===== src/rtl/usb_tx_control_fsm_if.sv =====
// usb_tx_control_fsm_if: handshake bundle between the protocol controller / TX buffer / serializer and the USB TX control FSM.
//   master : protocol controller, TX buffer and serializer side (drives requests, buffer head, serializer status)
//   slave  : usb_tx_control_fsm (drives bytes, pops, EOP request, status pulses)
interface usb_tx_control_fsm_if;
  logic       tx_start;
  logic [2:0] tx_packet;
  logic [6:0] buffer_occupancy;
  logic [7:0] tx_packet_data;
  logic       clear_toggle;
  logic       shifter_ready;
  logic       eop_done;
  logic       load_byte;
  logic [7:0] tx_byte;
  logic       get_tx_packet_data;
  logic       send_eop;
  logic       tx_busy;
  logic       tx_done;
  logic       tx_error;
  modport master (
    output tx_start, tx_packet, buffer_occupancy, tx_packet_data, clear_toggle, shifter_ready, eop_done,
    input  load_byte, tx_byte, get_tx_packet_data, send_eop, tx_busy, tx_done, tx_error
  );
  modport slave (
    input  tx_start, tx_packet, buffer_occupancy, tx_packet_data, clear_toggle, shifter_ready, eop_done,
    output load_byte, tx_byte, get_tx_packet_data, send_eop, tx_busy, tx_done, tx_error
  );
endinterface


===== src/rtl/usb_tx_control_fsm.sv =====
// usb_tx_control_fsm: sequences SYNC, PID, payload, CRC16 and EOP into the USB byte serializer.
//   clk   : system clock
//   n_rst : asynchronous active-low reset
//   bus   : usb_tx_control_fsm_if.slave (request, TX buffer head/pop, serializer handshake, status)
//   MAX_PAYLOAD : payload bytes per DATA packet; larger occupancy is clamped
//   Optional macro TX_DATA_TOGGLE_EN: DATA0/DATA1 alternation per completed DATA packet.
module usb_tx_control_fsm #(
  parameter int MAX_PAYLOAD = 64
) (
  input logic clk,
  input logic n_rst,
  usb_tx_control_fsm_if.slave bus
);
  typedef enum logic [3:0] {IDLE, SYNC, PID, DATA, CRC_LO, CRC_HI, EOP, WAIT_EOP, DONE} state_t;
  localparam logic [6:0] MAX_P = 7'(MAX_PAYLOAD);
  state_t     r_state, w_next;
  logic [2:0] r_type;
  logic [6:0] r_cnt;
  logic [15:0] r_crc;
  logic       r_error;
  logic       w_valid, w_is_data, w_load, w_pop, w_eop, w_done;
  logic [7:0] w_byte, w_pid, w_data_pid;
  logic [6:0] w_occ;
  logic       w_start_ok;
  function automatic logic [15:0] crc_byte(input logic [15:0] c, input logic [7:0] d);
    logic [15:0] r;
    r = c;
    for (int i = 0; i < 8; i++) r = (r >> 1) ^ ((r[0] ^ d[i]) ? 16'hA001 : 16'h0000);
    return r;
  endfunction
  assign w_valid    = bus.tx_packet == 3'd1 || bus.tx_packet == 3'd4 || bus.tx_packet == 3'd5 || bus.tx_packet == 3'd7;
  assign w_start_ok = r_state == IDLE && bus.tx_start && w_valid;
  assign w_occ      = bus.buffer_occupancy > MAX_P ? MAX_P : bus.buffer_occupancy;
  assign w_is_data  = r_type == 3'd1;
`ifdef TX_DATA_TOGGLE_EN
  logic r_toggle;
  assign w_data_pid = r_toggle ? 8'h4B : 8'hC3;
  always_ff @(posedge clk or negedge n_rst)
    if (!n_rst) r_toggle <= 1'b0;
    else if (bus.clear_toggle) r_toggle <= 1'b0;
    else if (r_state == DONE && w_is_data) r_toggle <= ~r_toggle;
`else
  assign w_data_pid = 8'hC3;
`endif
  assign w_pid = r_type == 3'd4 ? 8'hD2 : r_type == 3'd5 ? 8'h5A : r_type == 3'd7 ? 8'h1E : w_data_pid;
  always_comb begin
    w_next = r_state;
    w_load = 1'b0;
    w_pop  = 1'b0;
    w_eop  = 1'b0;
    w_done = 1'b0;
    w_byte = 8'h00;
    case (r_state)
      IDLE:     if (w_start_ok) w_next = SYNC;
      SYNC: begin
        w_byte = 8'h80;
        w_load = bus.shifter_ready;
        if (bus.shifter_ready) w_next = PID;
      end
      PID: begin
        w_byte = w_pid;
        w_load = bus.shifter_ready;
        if (bus.shifter_ready) w_next = !w_is_data ? EOP : r_cnt != 7'd0 ? DATA : CRC_LO;
      end
      DATA: begin
        w_byte = bus.tx_packet_data;
        w_load = bus.shifter_ready;
        w_pop  = bus.shifter_ready;
        if (bus.shifter_ready && r_cnt == 7'd1) w_next = CRC_LO;
      end
      CRC_LO: begin
        w_byte = ~r_crc[7:0];
        w_load = bus.shifter_ready;
        if (bus.shifter_ready) w_next = CRC_HI;
      end
      CRC_HI: begin
        w_byte = ~r_crc[15:8];
        w_load = bus.shifter_ready;
        if (bus.shifter_ready) w_next = EOP;
      end
      EOP: begin
        w_eop  = 1'b1;
        w_next = WAIT_EOP;
      end
      WAIT_EOP: if (bus.eop_done) w_next = DONE;
      DONE: begin
        w_done = 1'b1;
        w_next = IDLE;
      end
      default:  w_next = IDLE;
    endcase
  end
  // Invalid requests are flagged one cycle later so no output depends on tx_start combinationally.
  always_ff @(posedge clk or negedge n_rst)
    if (!n_rst) begin
      r_state <= IDLE;
      r_type  <= 3'd0;
      r_cnt   <= 7'd0;
      r_crc   <= 16'hFFFF;
      r_error <= 1'b0;
    end else begin
      r_state <= w_next;
      r_error <= r_state == IDLE && bus.tx_start && !w_valid;
      if (w_start_ok) begin
        r_type <= bus.tx_packet;
        r_cnt  <= w_occ;
        r_crc  <= 16'hFFFF;
      end else if (w_pop) begin
        r_crc <= crc_byte(r_crc, bus.tx_packet_data);
        r_cnt <= r_cnt - 7'd1;
      end
    end
  assign bus.load_byte          = w_load;
  assign bus.tx_byte            = w_byte;
  assign bus.get_tx_packet_data = w_pop;
  assign bus.send_eop           = w_eop;
  assign bus.tx_busy            = r_state != IDLE;
  assign bus.tx_done            = w_done;
  assign bus.tx_error           = r_error;
endmodule


===== src/flat_wrapper.sv =====
// flat-port wrapper written by rule: the top's interface ports become plain ports
module usb_tx_control_fsm_flat 
#(
  parameter int MAX_PAYLOAD = 64
)
  (clk, n_rst, bus_tx_start, bus_tx_packet, bus_buffer_occupancy, bus_tx_packet_data, bus_clear_toggle, bus_shifter_ready, bus_eop_done, bus_load_byte, bus_tx_byte, bus_get_tx_packet_data, bus_send_eop, bus_tx_busy, bus_tx_done, bus_tx_error);
  usb_tx_control_fsm_if bus_i ();
  input logic clk;
  input logic n_rst;
  input wire logic [$bits(bus_i.tx_start)-1:0] bus_tx_start;
  input wire logic [$bits(bus_i.tx_packet)-1:0] bus_tx_packet;
  input wire logic [$bits(bus_i.buffer_occupancy)-1:0] bus_buffer_occupancy;
  input wire logic [$bits(bus_i.tx_packet_data)-1:0] bus_tx_packet_data;
  input wire logic [$bits(bus_i.clear_toggle)-1:0] bus_clear_toggle;
  input wire logic [$bits(bus_i.shifter_ready)-1:0] bus_shifter_ready;
  input wire logic [$bits(bus_i.eop_done)-1:0] bus_eop_done;
  output wire logic [$bits(bus_i.load_byte)-1:0] bus_load_byte;
  output wire logic [$bits(bus_i.tx_byte)-1:0] bus_tx_byte;
  output wire logic [$bits(bus_i.get_tx_packet_data)-1:0] bus_get_tx_packet_data;
  output wire logic [$bits(bus_i.send_eop)-1:0] bus_send_eop;
  output wire logic [$bits(bus_i.tx_busy)-1:0] bus_tx_busy;
  output wire logic [$bits(bus_i.tx_done)-1:0] bus_tx_done;
  output wire logic [$bits(bus_i.tx_error)-1:0] bus_tx_error;
  assign bus_i.tx_start = bus_tx_start;
  assign bus_i.tx_packet = bus_tx_packet;
  assign bus_i.buffer_occupancy = bus_buffer_occupancy;
  assign bus_i.tx_packet_data = bus_tx_packet_data;
  assign bus_i.clear_toggle = bus_clear_toggle;
  assign bus_i.shifter_ready = bus_shifter_ready;
  assign bus_i.eop_done = bus_eop_done;
  assign bus_load_byte = bus_i.load_byte;
  assign bus_tx_byte = bus_i.tx_byte;
  assign bus_get_tx_packet_data = bus_i.get_tx_packet_data;
  assign bus_send_eop = bus_i.send_eop;
  assign bus_tx_busy = bus_i.tx_busy;
  assign bus_tx_done = bus_i.tx_done;
  assign bus_tx_error = bus_i.tx_error;
  usb_tx_control_fsm #(.MAX_PAYLOAD(MAX_PAYLOAD)) u_core (.clk(clk), .n_rst(n_rst), .bus(bus_i));
endmodule

===== config.mk =====
export PLATFORM = sky130hd
export DESIGN_NAME = usb_tx_control_fsm_flat
export DESIGN_NICKNAME = d
export VERILOG_FILES = /design/src/rtl/usb_tx_control_fsm_if.sv /design/src/rtl/usb_tx_control_fsm.sv /design/src/flat_wrapper.sv
export SDC_FILE = /design/constraint.sdc
export NUM_CORES = 1
export LEC_CHECK = 0
export BUFFER_PORTS_ARGS = -buffer_cell sky130_fd_sc_hd__buf_4
export CORE_UTILIZATION = 55
export CTS_CLUSTER_SIZE = 24
export DETAILED_ROUTE_END_ITERATION = 10
export PLACE_DENSITY = 0.76
export SETUP_SLACK_MARGIN = 0.02
export SYNTH_ARGS = -nofsm -noshare
export SYNTH_HDL_FRONTEND = slang
export SYNTH_SLANG_ARGS = --single-unit

===== constraint.sdc =====
create_clock -name clk -period 6.45 [get_ports clk]
set_clock_uncertainty 0.05 [all_clocks]
set_input_delay 0 -clock clk [delete_from_list [all_inputs] [get_ports clk]]
set_output_delay 0 -clock clk [all_outputs]
set_load 0.02 [all_outputs]

# ---- Yosys cells after proc, flatten, opt, wreduce, memory -nomap -nowiden
# Cells that the tools add are included.
dict set report totals {
  input_bits 24
  elab_cells 94
  output_inout_bits 14
  reg_bits 31
}
dict set report classes {
  n_reduce_logical 14
  eq_ne 24
  muxes 31
  magnitude_cmp 1
  add_sub_neg 1
  bitwise_logic 18
}
# cell count
set op_table {}
lappend op_table {{$mux 16} 10}
lappend op_table {{$xor 15x16->16} 8}
lappend op_table {{$pmux 8 s5} 1}
lappend op_table {{$mux 4} 8}
lappend op_table {{$pmux 4 s8} 1}
lappend op_table {{$mux 8} 3}
lappend op_table {{$mux 7} 3}
lappend op_table {{$eq 3x3->1 const B} 6}
lappend op_table {{$eq 4x3->1 const B} 4}
lappend op_table {{$not 8->8} 2}
lappend op_table {{$ne 2x2->1 const B} 5}
lappend op_table {{$eq 4x2->1 const B} 2}
lappend op_table {{$xor 1x1->1} 8}
lappend op_table {{$eq 7x1->1 const B} 1}
lappend op_table {{$gt 7x7->1 const B} 1}
lappend op_table {{$reduce_and 7->1} 1}
lappend op_table {{$reduce_bool 7->1} 1}
lappend op_table {{$sub 7x1->7 const B} 1}
lappend op_table {{$eq 3x1->1 const B} 2}
lappend op_table {{$reduce_or 5->1} 1}
lappend op_table {{$eq 4x1->1 const B} 1}
lappend op_table {{$eq 4x4->1 const B} 1}
lappend op_table {{$logic_and 1x1->1} 4}
lappend op_table {{$logic_not 4->1} 1}
lappend op_table {{other kinds (7)} 13}

# ---- Longest topological paths before layout
# Gate-level depths: netlist of run 1.
dict set report depth {
  depth_word 26
  mapped_depth 10
  mapped_depth_nobuf 7
}

# ---- Worst setup path after synthesis of run 1
# OpenSTA, ideal clock, no wires.
dict set report synth_timing {
  path_type {register -> register}
  from {register u_core.r_crc[2]}
  to {register u_core.r_crc[0]}
  n_path_buf 0
  slack_ps 4267
  path_stages_with_launch 7
  synth_period_minus_slack_ps 2183
  arrival_ps 2045
  path_cell_list {dfstp_2 -> xnor2_2 -> xnor3_2 -> xnor2_4 -> nor3b_1 -> a211o_1 -> a221oi_2}
}
dict set report synth_between {
  elab_chain_len 22
}
# element line
set synth_rtl {}
lappend synth_rtl {{from (decl)} usb_tx_control_fsm.sv:19} ;# logic [15:0] r_crc;
lappend synth_rtl {{from (signal assigned)} usb_tx_control_fsm.sv:109} ;# r_crc <= crc_byte(r_crc, bus.tx_packet_data);
lappend synth_rtl {{$xor 15x16->16 (2 in a row)} usb_tx_control_fsm.sv:28} ;# for (int i = 0; i < 8; i++) r = (r >> 1) ^ ((r[0] ^ d[i]) ? 16'hA001 : 16'h0000);
lappend synth_rtl {{$xor 1x1->1} usb_tx_control_fsm.sv:28}
lappend synth_rtl {{$mux 16} usb_tx_control_fsm.sv:28}
lappend synth_rtl {{$xor 15x16->16} usb_tx_control_fsm.sv:28}
lappend synth_rtl {{$xor 1x1->1} usb_tx_control_fsm.sv:28}
lappend synth_rtl {{$mux 16} usb_tx_control_fsm.sv:28}
lappend synth_rtl {{$xor 15x16->16} usb_tx_control_fsm.sv:28}
lappend synth_rtl {{$xor 1x1->1} usb_tx_control_fsm.sv:28}
lappend synth_rtl {{[5 not listed]} -}
lappend synth_rtl {{$xor 1x1->1} usb_tx_control_fsm.sv:28}
lappend synth_rtl {{$mux 16} usb_tx_control_fsm.sv:28}
lappend synth_rtl {{$xor 15x16->16} usb_tx_control_fsm.sv:28}
lappend synth_rtl {{$xor 1x1->1} usb_tx_control_fsm.sv:28}
lappend synth_rtl {{$mux 16} usb_tx_control_fsm.sv:28}
lappend synth_rtl {{$xor 15x16->16} usb_tx_control_fsm.sv:28}
lappend synth_rtl {{$mux 16} usb_tx_control_fsm.sv:108} ;# end else if (w_pop) begin
lappend synth_rtl {{$mux 16} usb_tx_control_fsm.sv:104} ;# if (w_start_ok) begin
# No other way between the ends. The select of a mux whose other input is x is not followed.
# A chain may end at the register's enable or synchronous reset.

# ---- Worst setup path in the final report of run 1
dict set report layout_timing {
  from {register u_core.r_state[0]}
  to {register u_core.r_crc[0]}
}
dict set report layout_between {
  elab_chain_len 4
}
# element line
set layout_rtl {}
lappend layout_rtl {{from (decl)} usb_tx_control_fsm.sv:16} ;# state_t r_state, w_next;
lappend layout_rtl {{from (signal assigned)} usb_tx_control_fsm.sv:102} ;# r_state <= w_next;
lappend layout_rtl {{$logic_not 4->1} usb_tx_control_fsm.sv:32} ;# assign w_start_ok = r_state == IDLE && bus.tx_start && w_valid;
lappend layout_rtl {{$logic_and 1x1->1 (2 in a row)} usb_tx_control_fsm.sv:32}
lappend layout_rtl {{$mux 16 / $reduce_bool 2->1 (equally long branches)} -}
# Several ways; a longest one is shown, not always the timed one.

==> results of run 1 <==
==> final timing paths <==
| kind | from | end | slack, ns | cells past startpoint |
|---|---|---|---|---|
| min | bus_tx_packet_data[2] | u_core.r_crc[8] | 0.08 | 4 |
| max reg2reg | u_core.r_state[0] | u_core.r_crc[0] | 3.51 | 6 |
| min in group asynchronous | n_rst | u_core.r_cnt[6] | 0.15 | 2 |
| max in group asynchronous | n_rst | u_core.r_crc[7] | 5.88 | 2 |
| max | u_core.r_state[0] | u_core.r_crc[0] | 3.51 | 6 |
| min reg2reg | u_core.r_crc[12] | u_core.r_crc[12] | 0.46 | 2 |
==> flip-flops by register name (all words and copies together) (netlist names) <==
register             count
u_core.bus.tx_error      1
u_core.r_cnt             7
u_core.r_crc            16
u_core.r_state           4
u_core.r_type            3
==> routing by layer <==
layer	part of all wire, %	routed length, µm	track usage, %
met1	47	2260	35.4
met2	46	2240	41.1
met3	5.6	270	5.43
met4	1.8	87	9.09
met5	0	0	0
==> cell type report <==
type                            instances  area (µm²)
Clock buffer                            5        68.8
Tap cell                               46        57.6
Clock inverter                          3        15.0
Sequential cell                        31         796
Multi-Input combinational cell        165        1190
Fill cell                             260         882
Inverter                                9        33.8
Timing Repair Buffer                   52         428
==> report_power, final <==
| part | internal [mW] | total (mW) | switching [mW] | leakage, nW |
|---|---|---|---|---|
| sequential | 0.303 | 0.410 | 0.107 | 0.357 |
| clock | 0.0738 | 0.150 | 0.0762 | 0.0477 |
| combinational | 0.350 | 0.737 | 0.388 | 0.674 |
| total | 0.726 | 1.30 | 0.571 | 1.08 |
==> metrics by stage <==
stage | utilization [%] | setup slack (ns) | instances | hold slack, ns | power, mW
3_5_place_dp | 67.8 | 3.60 | 288 | -0.0922 | 1.13
3_3_place_gp | 67.8 | 3.62 | 288 | -0.0966 | 1.11
2_1_floorplan | - | 4.27 | 217 | -0.346 | 0.959
6_report | 74.6 | 3.51 | 311 | 0.0817 | 1.30
5_1_grt | 74.6 | 3.31 | 311 | 0.104 | 1.39
4_1_cts | 74.6 | 3.59 | 311 | 0.0782 | 1.29
==> cells by family after synthesis <==
logic type	synth area share (%)
mux	1.63
simple gates	18.3
compound gates	19.7
fa+ha+maj	1.81
flops	38.3
buf+inv	4.46
xor+xnor	15.9
==> worst max-delay path: cells and delay by family, from the launching register on <==
kind,cells,cell delay [ns]
buf+inv,1,0.33
flops,1,0.66
simple gates,3,1.46
compound gates,2,0.36
==> what timing repair did <==
| action | in CTS | in global routing |
|---|---|---|
| gates resized for setup | 0 | 0 |
| setup endpoints to repair | 0 | 0 |
| endpoints found under the hold margin | 43 | 0 |
| hold buffers | 15 | 0 |
==> cell usage in the layout (no fill, tap or decap), types with 4 or more instances in the layout <==
cell type	Yosys	layout
buf_4	1	37
nor2_1	26	26
a21oi_1	18	18
xnor2_1	17	17
dfstp_2	16	16
dlygate4sd3_1	0	15
dfrtp_1	15	15
nand2_1	11	11
inv_1	8	8
nand3b_1	6	6
o221ai_1	6	6
o21ai_0	6	6
xor2_1	6	6
o21ai_1	5	5
o22a_1	5	5
clkbuf_8	0	5
o211ai_1	4	4
nand3_1	4	4
nor3_1	4	4
==> summary.md, run 1 <==
| Metric | Value |
|---|---|
| Iter 0 DRT Violations | `approximately 170` |
| Worst-Margin Slew | `0.629 ns` |
| Tot GR Track Use | `26.1%` |
| Seq/Total Area, Yosys | `about two fifths` |
| Status | `completed` |
| Main area contributors after synthesis | `dfstp_2, dfrtp_1, xnor2_1` |
| Achievable Freq | `340 MHz` |
| Max-cap violation count | `0` |
| Post-synth EDFFs | `0` |
| GRT Residual Overflow | `0` |
| Post-synth top flop | `dfstp_2` |
| Yosys top cell by area | `dfstp_2` |
| Synth top cells by count | `nor2_1, a21oi_1, xnor2_1, dfstp_2, dfrtp_1` |
| CP cell instances | `and4bb_1, nand2_2, inv_2, or2_1, o22ai_1, a221oi_2` |
| Post-CTS Setup Bufs | `0` |
| Leakage power | `1.08 nW` |
| Post-route minimum period | `between 2 and 3 ns` |
| Tightest Hold Check Type | `in2reg` |
| Die area | `around 0.004 mm²` |
| Vias | `between 1500 and 2000` |
| Crit path required time | `6.60 ns` |
| CTS Buf Count | `5` |
| VDD IR-drop max | `0.285 mV` |
| Worst skew pair latency | `approximately 0.28 ns` |
| Post-route ant nets | `0` |
| Num Clock Sinks | `31` |
| Count of input and output buffers | `36` |
| Post-Syn Area | `between 0.002 and 0.0025 mm²` |
| DP Wirelength | `~3.4 mm` |
| FF+latch count, synth | `31` |
| Clk buf depth | `2` |
| TritonRoute pass-1 iters | `4` |
| Max incr delay on CP | `0.66 ns` |
| First-pass GRT wire length | `a little over 8 mm` |
| Core Region | `between 0.003 and 0.004 mm²` |
| CTS tree | `done` |
| Final Hold Fails | `0` |
| Yosys warns | `0` |
| Post-Syn Nets | `roughly 240` |
| Worst-path maximum fanout | `20` |
| Startpoint Class | `flop` |
| Clock transition at the registers of the reported paths | `approximately 0.08 ns` |
| Layout cell share with drive strength beyond 1 | `29.4%` |
| Layout net count | `291` |
| Avg Vias per Cell | `about 5.8` |
| Synth Area per Inst | `around 9.6 µm²` |
| Max_slew headroom | `58.1%` |
| Initial antenna violation count | `0` |
| Die Wd | `63.4 µm` |
| Power Density | `roughly 500 mW/mm²` |
| Post-DP Area | `between 0.002 and 0.0025 mm²` |
| # diodes | `0` |
| Unrepaired setup endpoints after global routing | `false` |
| Row cnt | `21` |
| Crit-path slowest cell | `dfrtp_1` |
| Post-synth ARST share | `100%` |
| Post-route clock period utilization | `a little under half` |
| Cells after Synth | `~220` |
| Initial Util | `roughly 60%` |
| Root buffer cell | `clkbuf_8` |
| # DRC | `0` |
| Final wirelength | `approximately 5 mm` |
| Slew Viols, Final | `0` |
| Top cell type's share of synthesized area | `a little over 20%` |
| Routability Congestion | `a little over 0.8` |
| Crit Path Category | `reg2reg` |
| I/O pin count | `38` |
| CP arrival | `roughly 3.1 ns` |
| Layout Cell Area excl Fill | `about 0.0026 mm²` |
| Sum Neg Setup Slack | `0 ns` |
| CP Capture Type | `flop` |
| Die height | `between 60 and 70 µm` |
| Htree depth | `2` |
| # setup viols final | `0` |
| Largest net degree at the start of global routing | `32` |
| Count leader, synth | `nor2_1` |
| Vias in the first global route | `between 1500 and 2000` |
| Area grow syn2layout | `24.6%` |
| Unique masters post-synth | `between 50 and 60` |
| Avg WL per Cell | `~16 µm` |
No activity file was read; power rests on OpenSTA's default activity.
==> run 2: changes to the inputs <==
CORE_UTILIZATION = 50   (was 55)
PLACE_DENSITY = 0.73   (was 0.76)
clock period = 2.7 ns   (was 6.45 ns; I/O delays follow)
==> summary.md, run 2 (synthesis gave the netlist of run 1 again) <==
| Metric | Value |
|---|---|
| Status | `completed` |
| CTS Hold Bufs | `16 (+1)` |
| GR peak layer | `met2` |
| Final Util | `66.4% (-8.2 points)` |
| Crit Path Category | `reg2reg` |
| Row cnt | `23 (+9.5%)` |
| Layout cell share with drive strength beyond 1 | `30.3% (+0.82 points)` |
| Power Density | `1190 mW/mm² (+140%)` |
| Root buffer cell | `clkbuf_8` |
| # DRC | `0 (unchanged)` |
| Worst r2r src | `u_core.r_state[1]` |
| Vias | `1825 (+1.1%)` |
| VDD IR-drop max | `0.600 mV (+110%)` |
| CP Capture Type | `flop` |
| Area grow syn2layout | `27.9%` |
| Leading cell type in the layout, fill and taps excluded | `buf_4` |
| Tightest Hold Check Type | `in2reg` |
| Die Wd | `66.4 µm (+4.7%)` |
| Flop2flop setup slack | `0.37 ns (-3.14 ns)` |
| Post-route ant nets | `0 (unchanged)` |
| Num Clock Sinks | `31 (unchanged)` |
| Crit path required time | `2.86 ns (-3.74 ns)` |
| Startpoint Class | `flop` |
| Final Hold Fails | `0 (unchanged)` |
| Unrepaired setup endpoints after global routing | `false` |
| Avg Vias per Cell | `5.69 (-2.0%)` |
| GRT met2 Usage | `39.4% (-1.7 points)` |
| # diodes | `0 (unchanged)` |
| Clock transition at the registers of the reported paths | `0.06 ns (-0.02 ns)` |
| CTS Buf Count | `5 (unchanged)` |
| Core Region | `0.00400 mm² (+15%)` |
| CTS tree | `done` |
| Post-route clock period utilization | `86.1% (+41 points)` |
| Global routing usage on met3 | `5.52% (+0.082 points)` |
| I/O pin count | `38 (unchanged)` |
| Post-Place Setup Slack | `0.379 ns (-3.22 ns)` |
| Slew Viols, Final | `0 (unchanged)` |
| GRT met1 Usage | `34.7% (-0.67 points)` |
| Number of flip-flops under the largest register name | `16 (unchanged)` |
| PostCTS Resize Cnt | `0 (unchanged)` |
| Post-DP Area | `0.00239 mm² (+1.8%)` |
| TritonRoute pass-1 iters | `5 (+1)` |
| Worst hold slack | `0.0924 ns (+0.0106 ns)` |
| Initial antenna violation count | `0 (unchanged)` |
| Final wirelength | `4.94 mm (+1.8%)` |
| Tot GR Track Use | `25.1% (-0.95 points)` |
| Largest net degree at the start of global routing | `32 (unchanged)` |
| Clk buf depth | `2 (unchanged)` |
| Htree depth | `2 (unchanged)` |
| DP Wirelength | `3.36 mm (+0.27%)` |
| Avg WL per Cell | `15.4 µm (-1.4%)` |
| Initial Util | `51.9% (-8.0 points)` |
| Routability Congestion | `0.815 (+1.2%)` |
| Worst-path maximum fanout | `17 (-15%)` |
| CP arrival | `2.48 ns (-0.61 ns)` |
| Iter 0 DRT Violations | `210 (+21%)` |
| Max_slew headroom | `57.6% (-0.49 points)` |
| Crit path to | `u_core.r_cnt[2]` |
| Max-cap violation count | `0 (unchanged)` |
| # setup viols final | `0 (unchanged)` |
| First-pass GRT wire length | `8.17 mm (-0.34%)` |
| Layout net count | `297 (+2.1%)` |
| Layout Cell Area excl Fill | `0.00266 mm² (+2.7%)` |
| Worst setup margin | `0.374 ns (-3.14 ns)` |
| CP startpoint | `u_core.r_state[1]` |
| R2r worst-path depth | `7 (+1)` |
| Worst-Margin Slew | `0.627 ns (-0.00154 ns)` |
| Sum Neg Setup Slack | `0 ns (unchanged)` |
| Commonest non-fill, non-tap cells in the layout | `buf_4, nor2_1, a21oi_1` |
| Biggest regs | `u_core.r_crc: 16 flops, u_core.r_cnt: 7 flops, u_core.r_state: 4 flops` |
| Largest register by flop count | `u_core.r_crc` |
| RR Endpoint | `u_core.r_cnt[2]` |
| Post-CTS Setup Bufs | `0 (unchanged)` |
| Worst skew pair latency | `0.28 ns (about the same)` |
| Post-route minimum period | `2.33 ns (-0.614 ns)` |
| Count of input and output buffers | `36 (unchanged)` |
| Leakage power | `1.11 nW (+2.8%)` |
| Die height | `66.4 µm (+4.7%)` |
| GRT Residual Overflow | `0 (unchanged)` |
| Achievable Freq | `430 MHz (+26%)` |
| Vias in the first global route | `1731 (-1.7%)` |
| Die area | `0.00441 mm² (+9.7%)` |
[run 2: worst min-delay path by stage]
stage / end / slack, ns / depth (start not counted) / start
after floorplan: u_core.bus.tx_error / -0.35 / 0 / n_rst
after global placement: u_core.r_state[3] / -0.09 / 1 / n_rst
after detailed placement: u_core.r_state[3] / -0.09 / 1 / n_rst
after CTS: u_core.r_crc[9] / 0.08 / 4 / bus_tx_packet_data[2]
after global routing: u_core.r_crc[9] / 0.10 / 4 / bus_tx_packet_data[2]
final: u_core.r_crc[9] / 0.09 / 4 / bus_tx_packet_data[2]
[run 2: power breakdown]
group / switching [mW] / total [mW] / internal [mW]
Sequential: 0.236 / 0.961 / 0.725
Combinational: 0.946 / 1.80 / 0.858
Clock: 0.166 / 0.398 / 0.232
Total: 1.35 / 3.16 / 1.82
[run 2: layer usage]
metal / share of wire, % / vias to the layer above
met2: 47 / 63
met3: 4.9 / 6
li1: - / 886
met1: 47 / 870
met5: 0 / -
met4: 1.1 / 0
[run 2: cell type report]
cell class	count	area, µm²
multi-input cells	165	1190
clock buffers	8	100
flip-flops and latches	31	796
repair buffers	58	475
inverters	9	33.8
well taps	50	62.6
fillers	357	1350
[run 2: critical path: stages, from the launching register on]
cell and delay (ns):
dfrtp_1 0.53, nor4_1 0.42, nand2_1 0.12, nor2b_1 0.17, buf_4 0.24, nand3b_1 0.09, dlygate4sd3_1 0.56, o21ai_1 0.07
[run 2: per-stage QoR]
step | power, mW | instances
final | 3.16 | 321
after detailed placement | 2.74 | 297
after CTS | 3.17 | 321
after global placement | 2.70 | 297
after floorplan | 2.29 | 217
after global routing | 3.41 | 321
==> run 3: changes to the inputs <==
CORE_UTILIZATION = 35   (was 50)
PLACE_DENSITY = 0.53   (was 0.73)
==> summary.md, run 3 (synthesis gave the netlist of run 1 again) <==
| Metric | Value |
|---|---|
| I/O pin count | `38 (unchanged)` |
| Num Clock Sinks | `31 (unchanged)` |
| Avg WL per Cell | `15.4 µm (-0.30%)` |
| Post-route ant nets | `0 (unchanged)` |
| Layout net count | `300 (+1.0%)` |
| Final Hold Fails | `0 (unchanged)` |
| # diodes | `0 (unchanged)` |
| Die height | `79.0 µm (+19%)` |
| Largest register by flop count | `u_core.r_crc` |
| Post-route clock period utilization | `85.2% (-0.89 points)` |
| PostCTS Resize Cnt | `0 (unchanged)` |
| Number of flip-flops under the largest register name | `16 (unchanged)` |
| Crit path required time | `2.85 ns (about the same)` |
| Sum Neg Setup Slack | `0 ns (unchanged)` |
| Post-CTS Setup Bufs | `0 (unchanged)` |
| Initial Util | `37.0% (-15 points)` |
| Core Region | `0.00561 mm² (+40%)` |
| DP Wirelength | `3.62 mm (+7.7%)` |
| Area grow syn2layout | `31.4%` |
| CP arrival | `2.45 ns (-0.03 ns)` |
| Status | `completed` |
| Worst r2r src | `u_core.r_crc[2]` |
| Avg Vias per Cell | `5.11 (-10%)` |
| Hold path depth | `4 (unchanged)` |
| Die area | `0.00624 mm² (+41%)` |
| Achievable Freq | `434 MHz (+1.0%)` |
| Initial antenna violation count | `0 (unchanged)` |
| Htree depth | `2 (unchanged)` |
| Leading cell type in the layout, fill and taps excluded | `buf_4` |
| RR Endpoint | `u_core.r_crc[0]` |
| Worst hold slack | `0.0846 ns (-0.00778 ns)` |
| Count of input and output buffers | `36 (unchanged)` |
| Clk buf depth | `2 (unchanged)` |
| Layout cell share with drive strength beyond 1 | `30.7% (+0.40 points)` |
| # DRC | `0 (unchanged)` |
| Worst-path maximum fanout | `5 (-12)` |
| R2r worst-path depth | `6 (-1)` |
| Fillers | `568 (+59%)` |
| Routability Congestion | `0.772 (-5.3%)` |
| Final wirelength | `5.31 mm (+7.5%)` |
| Worst hold start | `bus_tx_packet_data[2]` |
| Post-route minimum period | `2.30 ns (-0.0240 ns)` |
| Worst-Margin Slew | `0.631 ns (+0.00356 ns)` |
| Die Wd | `79.0 µm (+19%)` |
| Crit Path Category | `reg2reg` |
| Commonest non-fill, non-tap cells in the layout | `buf_4, nor2_1, a21oi_1, dlygate4sd3_1, xnor2_1` |
| Max-cap violation count | `0 (unchanged)` |
| Internal | `1.89 mW (+4.3%)` |
| GRT Residual Overflow | `0 (unchanged)` |
| # setup viols final | `0 (unchanged)` |
| Biggest regs | `u_core.r_crc: 16 flops, u_core.r_cnt: 7 flops, u_core.r_state: 4 flops` |
| VDD IR-drop max | `0.417 mV (-31%)` |
| CTS tree | `done` |
| Vias | `1769 (-3.1%)` |
| Tightest Hold Check Type | `in2reg` |
| Iter 0 DRT Violations | `45 (-79%)` |
| Worst skew pair latency | `0.28 ns (about the same)` |
| Comb pwr share | `57.2% (+0.2 points)` |
| Max_slew headroom | `57.6% (about the same)` |
| Slew Viols, Final | `0 (unchanged)` |
| Clock power share | `14.7% (+2.1 points)` |
| CTS Buf Count | `5 (unchanged)` |
| Leakage power | `1.13 nW (+1.8%)` |
| Unrepaired setup endpoints after global routing | `false` |
| WHS Endpoint | `u_core.r_crc[9]` |
| Seq pwr share | `28.1% (-2.3 points)` |
| Largest net degree at the start of global routing | `32 (unchanged)` |
| Power Density | `1190 mW/mm² (+0.23%)` |
| Flop2flop setup slack | `0.40 ns (+0.02 ns)` |
| Tot GR Track Use | `19.2% (-5.9 points)` |
| Switching power share of the total | `41.9% (-0.76 points)` |
| First-pass GRT wire length | `9.09 mm (+11%)` |
| Startpoint Class | `flop` |
| Vias in the first global route | `1810 (+4.6%)` |
| CP Capture Type | `flop` |
| Row cnt | `27 (+17%)` |
| Clock transition at the registers of the reported paths | `0.07 ns (about the same)` |
| Root buffer cell | `clkbuf_8` |
| TritonRoute pass-1 iters | `4 (-1)` |
| Sw Pwr | `1.36 mW (+1.1%)` |
==> run 3: cell count changes in the layout (fill, tap and decap cells not counted), sizes merged <==
cell	change
clkinv	+1
bufinv	+1
buf	+1
dlygate4sd3	+2
clkbuf	-2
==> run 3: layout make-up <==
type	instances	area, µm²	area share, %
clock inverter	2	35.0	1.28
clock buffer	6	82.6	3.03
multi-input combinational	165	1190	43.5
sequential	31	796	29.2
timing repair buffer	61	503	18.4
tap	72	90.1	3.30
inverter	9	33.8	1.24
==> run 3: critical path, cell delays in order (launching register included) <==
cell,delay [ns]
dfstp_2,0.57
xnor2_2,0.16
xnor3_2,0.54
xnor2_4,0.27
nor3b_1,0.09
a211o_1,0.29
a221oi_2,0.25
==> run 3: repair_timing <==
action | CTS | global route
hold endpoints to repair | 43 | 0
endpoints found under the setup margin | 0 | 0
hold buffers | 18 | 0
==> run 3: power groups by stage <==
| stage | Sequential, mW | Combinational, mW | Clock, mW |
|---|---|---|---|
| 2_1_floorplan | 0.864 | 1.43 | 0 |
| 3_3_place_gp | 0.921 | 1.84 | 0 |
| 3_5_place_dp | 0.921 | 1.85 | 0 |
| 4_1_cts | 0.915 | 1.87 | 0.490 |
| 5_1_grt | 0.951 | 2.05 | 0.515 |
| 6_report | 0.917 | 1.86 | 0.479 |
==> run 3: worst max path at each step <==
stage                     cells after the start               to         startpoint
final                                         6  u_core.r_crc[0]    u_core.r_crc[2]
after global routing                          7  u_core.r_cnt[4]  u_core.r_state[2]
after CTS                                     6  u_core.r_crc[0]    u_core.r_crc[2]
after detailed placement                      6  u_core.r_crc[0]    u_core.r_crc[2]
after global placement                        6  u_core.r_crc[0]    u_core.r_crc[2]
after floorplan                               6  u_core.r_crc[0]    u_core.r_crc[2]
==> run 3: routing by layer <==
layer / track usage [%] / wire, µm
met5: 0 / 0
met1: 27.3 / 2690
met3: 3.68 / 154
met4: 6.00 / 69
met2: 29.4 / 2400
==> run 3: metrics by stage <==
step	cell area [µm²]	util [%]	setup slack [ns]	total power, mW	std cells
floorplan	2080	-	0.517	2.29	217
global placement	2430	43.3	0.430	2.76	320
detailed placement	2430	43.3	0.415	2.77	320
CTS	2730	48.6	0.397	3.28	346
global route	2730	48.6	0.253	3.51	346
finish	2730	48.6	0.398	3.26	346
